`src/rtl/fsm_mon_pkg.sv`:
```
// Shared definitions for the control-FSM state-code monitor: code values, monitor state
// encoding, violation kinds and the legal-transition graph.
package fsm_mon_pkg;

  localparam logic [1:0] CODE_S0 = 2'b00;
  localparam logic [1:0] CODE_S1 = 2'b01;
  localparam logic [1:0] CODE_S2 = 2'b10;
  localparam logic [1:0] CODE_S3 = 2'b11;

  typedef enum logic [1:0] {
    StIdle  = 2'b00,
    StTrack = 2'b01,
    StAlarm = 2'b10
  } mon_state_e;

  localparam logic [1:0] VK_NONE    = 2'b00;
  localparam logic [1:0] VK_ILLEGAL = 2'b01;
  localparam logic [1:0] VK_DWELL   = 2'b10;

  // Self-loops are always legal; code 01 is terminal.
  function automatic logic legal_trans(input logic [1:0] prev, input logic [1:0] cur);
    logic ok;
    ok = 1'b0;
    if (prev == cur) begin
      ok = 1'b1;
    end else begin
      case ({prev, cur})
        {CODE_S0, CODE_S1},
        {CODE_S0, CODE_S2},
        {CODE_S2, CODE_S1},
        {CODE_S2, CODE_S3},
        {CODE_S3, CODE_S2}: ok = 1'b1;
        default:            ok = 1'b0;
      endcase
    end
    return ok;
  endfunction

endpackage

```
`src/rtl/fsm_mon_dwell_ctr.sv`:
```
// Saturating dwell counter; expire pulses once, on the step that brings the count to
// DWELL_MAX, and stays quiet until a restart begins a new episode.
module fsm_mon_dwell_ctr #(
  parameter int unsigned DWELL_MAX = 16
) (
  input  logic clk,
  input  logic rst,
  input  logic step,
  input  logic restart,
  output logic expire
);

  localparam int unsigned W = $clog2(DWELL_MAX + 1);
  localparam logic [W-1:0] CntMax = W'(DWELL_MAX);

  logic [W-1:0] cnt_q, cnt_d;

  always_comb begin
    cnt_d  = cnt_q;
    expire = 1'b0;
    if (step) begin
      if (restart) begin
        cnt_d = W'(1);
      end else if (cnt_q != CntMax) begin
        cnt_d  = cnt_q + W'(1);
        expire = (cnt_d == CntMax);
      end
    end
  end

  always_ff @(posedge clk or posedge rst) begin
    if (rst) begin
      cnt_q <= '0;
    end else begin
      cnt_q <= cnt_d;
    end
  end

endmodule

```
`src/rtl/fsm_code_monitor.sv`:
```
// Security monitor for the 2-bit control-FSM state code: flags illegal transitions and
// over-long dwell. Define FSM_MON_LOCK_EN to make ALARM a lockdown only rst can leave.
module fsm_code_monitor
  import fsm_mon_pkg::*;
#(
  parameter int unsigned DWELL_MAX  = 16,
  parameter logic [3:0]  DWELL_MASK = 4'b1100,
  parameter int unsigned CNT_W      = 8
) (
  input  logic             clk,
  input  logic             rst,
  input  logic             en,
  input  logic [1:0]       code_in,
  input  logic             clr_alarm,
  output logic             alarm,
  output logic [1:0]       viol_kind,
  output logic [1:0]       viol_prev,
  output logic [1:0]       viol_cur,
  output logic [CNT_W-1:0] viol_cnt,
  output logic             mon_busy
);

`ifdef FSM_MON_LOCK_EN
  localparam bit LockEn = 1'b1;
`else
  localparam bit LockEn = 1'b0;
`endif

  mon_state_e state_q, state_d;
  logic [1:0] last_q;
  logic       in_idle, in_alarm, sample, illegal, expire, viol, clr_eff, restart;

  assign in_idle  = (state_q == StIdle);
  assign in_alarm = (state_q == StAlarm);
  assign sample   = en && !(LockEn && in_alarm);
  assign clr_eff  = clr_alarm && in_alarm && !LockEn;

  // The reference sample is checked against the post-reset code 00.
  assign illegal = in_idle ? (code_in != CODE_S0) : !legal_trans(last_q, code_in);
  assign restart = in_idle || (code_in != last_q) || !DWELL_MASK[code_in];
  assign viol    = sample && (illegal || expire);

  fsm_mon_dwell_ctr #(
    .DWELL_MAX(DWELL_MAX)
  ) u_dwell (
    .clk    (clk),
    .rst    (rst),
    .step   (sample),
    .restart(restart),
    .expire (expire)
  );

  always_ff @(posedge clk or posedge rst) begin
    if (rst) begin
      state_q <= StIdle;
    end else begin
      state_q <= state_d;
    end
  end

  always_comb begin
    state_d = state_q;
    unique case (state_q)
      StIdle:  if (sample) state_d = viol ? StAlarm : StTrack;
      StTrack: if (viol) state_d = StAlarm;
      StAlarm: if (clr_eff && !viol) state_d = StTrack;
      default: state_d = StIdle;
    endcase
  end

  always_comb begin
    mon_busy = (state_q != StIdle);
  end

  // Capture holds the first violation unless a clear coincides with a new one.
  always_ff @(posedge clk or posedge rst) begin
    if (rst) begin
      last_q    <= CODE_S0;
      alarm     <= 1'b0;
      viol_kind <= VK_NONE;
      viol_prev <= CODE_S0;
      viol_cur  <= CODE_S0;
      viol_cnt  <= '0;
    end else begin
      if (sample) begin
        last_q <= code_in;
      end
      if (viol) begin
        if (viol_cnt != '1) begin
          viol_cnt <= viol_cnt + CNT_W'(1);
        end
        if (!in_alarm || clr_eff) begin
          alarm     <= 1'b1;
          viol_kind <= illegal ? VK_ILLEGAL : VK_DWELL;
          viol_prev <= in_idle ? CODE_S0 : last_q;
          viol_cur  <= code_in;
        end
      end else if (clr_eff) begin
        alarm     <= 1'b0;
        viol_kind <= VK_NONE;
        viol_prev <= CODE_S0;
        viol_cur  <= CODE_S0;
      end
    end
  end

endmodule

```
`config.mk`:
```
export PLATFORM = sky130hd
export DESIGN_NAME = fsm_code_monitor
export DESIGN_NICKNAME = d
export VERILOG_FILES = /design/src/rtl/fsm_mon_pkg.sv /design/src/rtl/fsm_mon_dwell_ctr.sv /design/src/rtl/fsm_code_monitor.sv
export SDC_FILE = /design/constraint.sdc
export NUM_CORES = 1
export LEC_CHECK = 0
export CAP_MARGIN = 15
export CORE_MARGIN = 3
export CORE_UTILIZATION = 39
export CTS_CLUSTER_DIAMETER = 200
export DETAILED_ROUTE_END_ITERATION = 8
export PLACE_DENSITY = 0.68
export SYNTH_ARGS = -nofsm -noshare
export SYNTH_HDL_FRONTEND = slang
export SYNTH_HIERARCHICAL = 1
export SYNTH_SLANG_ARGS = --single-unit
```
`constraint.sdc`:
```
create_clock -name clk -period 3.6 [get_ports clk]
set_input_delay 0.72 -clock clk [delete_from_list [all_inputs] [get_ports clk]]
set_output_delay 0.72 -clock clk [all_outputs]
set_load 0.01 [all_outputs]
```
==> impl_metrics.csv <==
group,metric,value,unit
timing,drv_slew,0,
job,maxCapViolations,0,
detailed_routing,dr.pass1.iters,4,
synthesis,ys_seq_area_frac,0.440,
detailed_routing,wl,2760,um
global_route,antenna_found_initial,0,
global_route,grt_pass1_vias,1120,
timing,setup_tns,0,ns
power,power_leakage,0.737,nW
die,initial_utilization,0.426,
detailed_routing,via_per_inst,5.30,
worst_setup_path,cp-start-kind,"input port",
detailed_routing,wl_per_cell,13.7,um
worst_setup_path,arrival,3.37,ns
global_route,grt_first_pass_wirelength,4960,um
detailed_routing,antenna_left,0,
global_route,gr-total-overflow,0,
synthesis,synth_async_sr_flop_share,1.00,
placed_design,io_buffers,21,
clocking,clockRootBuffer,"clkbuf_4",
clocking,clk_pin_slew_worst_paths,0.13,ns
timing,setup_ws,0.437,ns
timing,slew_headroom,0.521,
layout,fin_nets,169,
placed_design,post-dp-hpwl,2150,um
power,ir_drop,0.000313,V
power,power.density,674,mW/mm^2
clocking,cts_max_level,1,
worst_setup_path,cp-end-kind,"flop",
synthesis,ys_ff_latch,24,
outcome,outcome,"finished, final reports clean",
synthesis,synth_top_area_cell,"dfrtp_1",
layout,diodes,0,
clocking,clk_latency,0.31,ns
synthesis,synth.top_cell.area_share,0.440,
worst_setup_path,critical_path_class,"input port to flop",
die,io_pins,22,
timing,post-route-period-util,0.878,
timing,rsz0062_at_grt,"no",
timing,fin_skew,0.00184,ns
global_route,track_usage,0.147,
die,coreArea,0.00320,mm^2
clocking,cts_buffers,3,
die,fp.dieH,65.1,um
placed_design,pre_cts_slack,0.0820,ns
clocking,post-cts-setup-buffer-count,0,
synthesis,yosysUniqueCellTypes,45,
synthesis,synth_ff_type,"dfrtp_1",
synthesis,yosys_warnings,6,
clocking,cts_hold_buf,0,
timing,max_clock_freq,0.316,GHz
detailed_routing,drt_iter0_drc,64,
synthesis,syn-cell-area,0.00136,mm^2
clocking,post_cts_resized,0,
synthesis,yosys-top-cells-area,"dfrtp_1 44%, nand2_1 4.1%, ha_1 3.7%, xor2_1 3.2%, a32o_1 2.9%",
layout,area_delta_synth_final,23.9,%
synthesis,avgSynthCellArea,10.3,um^2
worst_setup_path,cp.required,3.81,ns
die,row_count,20,
timing,hold_viol_final,0,
synthesis,synth_fp_nets,142,
worst_setup_path,crit_path_max_fanout,6,
global_route,grt_max_degree,20,
layout,drive_gt1_frac,0.114,
timing,setup_viol,0,
synthesis,syn_inst,132,
clocking,clock_path_buffers,2,
detailed_routing,drc_errors,0,
die,dieArea,0.00424,mm^2
clocking,cts.sinks,24,
synthesis,synth_edf_count,0,
detailed_routing,vias,1070,
placed_design,globalplace.congestion,0.871,
timing,worst_pin_slew,0.718,ns
timing,period_minus_slack,3.16,ns
worst_hold_path,worstHoldPathType,"flop to flop",
clocking,cts_tree,"done",
die,fp.dieW,65.1,um
[metrics by stage]
stage	hold slack, ns	power, W	instances	util	area [um^2]
2_1_floorplan	0.499	0.000734	132	-	1360
3_3_place_gp	0.461	0.000937	198	0.511	1640
3_5_place_dp	0.467	0.000953	198	0.511	1640
4_1_cts	0.500	0.00115	202	0.527	1690
5_1_grt	0.546	0.00122	202	0.527	1690
6_report	0.493	0.00114	202	0.527	1690
[critical path: stages]
cell,delay [ns]
clkdlybuf4s50_1,0.51
nor2b_1,0.21
nor2_1,0.09
nand4_1,0.15
nand3b_2,0.28
nor2_2,0.13
and3_1,0.20
nor2_1,0.06
a32oi_2,0.28
nand2_1,0.15
nor4_2,0.24
mux2_1,0.35
[sequential cells by signal, indices dropped and copies added (netlist names)]
| signal | count |
|---|---|
| viol_cnt | 8 |
| u_dwell/cnt_q | 5 |
| last_q | 2 |
| state_q | 2 |
| viol_cur | 2 |
| viol_kind | 2 |
| viol_prev | 2 |
| alarm | 1 |
[cell usage after synthesis (all sizes together), types with 2 or more instances]
library cell   n
dfrtp         24
nand2         15
inv           10
nor2           9
o21ai          6
nand3          5
xor2           5
a32o           4
ha             4
nand2b         4
nor4           4
a21oi          3
and3           3
mux2           3
nor2b          3
and2           2
nand4          2
nor3           2
o22ai          2
xnor2          2
[placed cells by master (no fill, tap or decap), types with 4 or more instances in the layout]
cell,netlist,routed
ha_1,4,4
a32o_1,4,4
nor2_1,8,8
inv_1,10,10
nand2b_1,4,4
xor2_1,5,5
clkdlybuf4s50_1,0,21
nand2_1,15,15
nand3_1,4,4
dfrtp_1,24,24
[power by group]
part           total (W)  switching, W  internal [W]
clock           0.000194     0.0000813      0.000113
sequential      0.000459      0.000102      0.000357
combinational   0.000485      0.000229      0.000257
[routing by layer]
metal,part of all wire,routed length (um),global-route usage,vias up
li1,-,-,-,523
met5,0,0,0,-
met4,0.0043,12,0.0259,0
met2,0.48,1330,0.253,21
met1,0.48,1310,0.183,524
met3,0.039,108,0.0462,2
[cells by family (layout without fill, tap and decap cells)]
logic type,after synthesis,count (layout),share of synthesized area
and+or+nand+nor,55,55,0.265
muxes,4,4,0.0321
AOI/OAI and AO/OA,26,26,0.142
xor gates and xnor gates,7,7,0.0450
buffers and inverters,12,38,0.0385
DFF,24,24,0.440
adders and majority gates,4,4,0.0367
[layout make-up]
cell class                 instances  area (um^2)
fill                             311         1510
timing repair buffer              24          233
tap                               44         55.1
sequential                        24          601
clock inverter                     1         30.0
clock buffer                       3         22.5
inverter                          10         37.5
multi-input combinational         96          711
[path summary, 6_finish.rpt]
path / from / endpoint / slack [ns] / cells past startpoint
setup / recovery: code_in[0] / viol_cnt[6]$_DFFE_PP0P_ / 0.44 / 12
hold / removal: viol_kind[0]$_DFFE_PP0P_ / viol_kind[0]$_DFFE_PP0P_ / 0.49 / 2
setup reg to reg: state_q[1]$_DFFE_PP0P_ / viol_cnt[6]$_DFFE_PP0P_ / 0.87 / 10
hold reg to reg: viol_kind[0]$_DFFE_PP0P_ / viol_kind[0]$_DFFE_PP0P_ / 0.49 / 2
max in group asynchronous: rst / viol_prev[0]$_DFFE_PP0P_ / 2.31 / 2
min in group asynchronous: rst / u_dwell/cnt_q[0]$_DFFE_PP0P_ / 0.62 / 2
(Power assumes the default switching activity.)
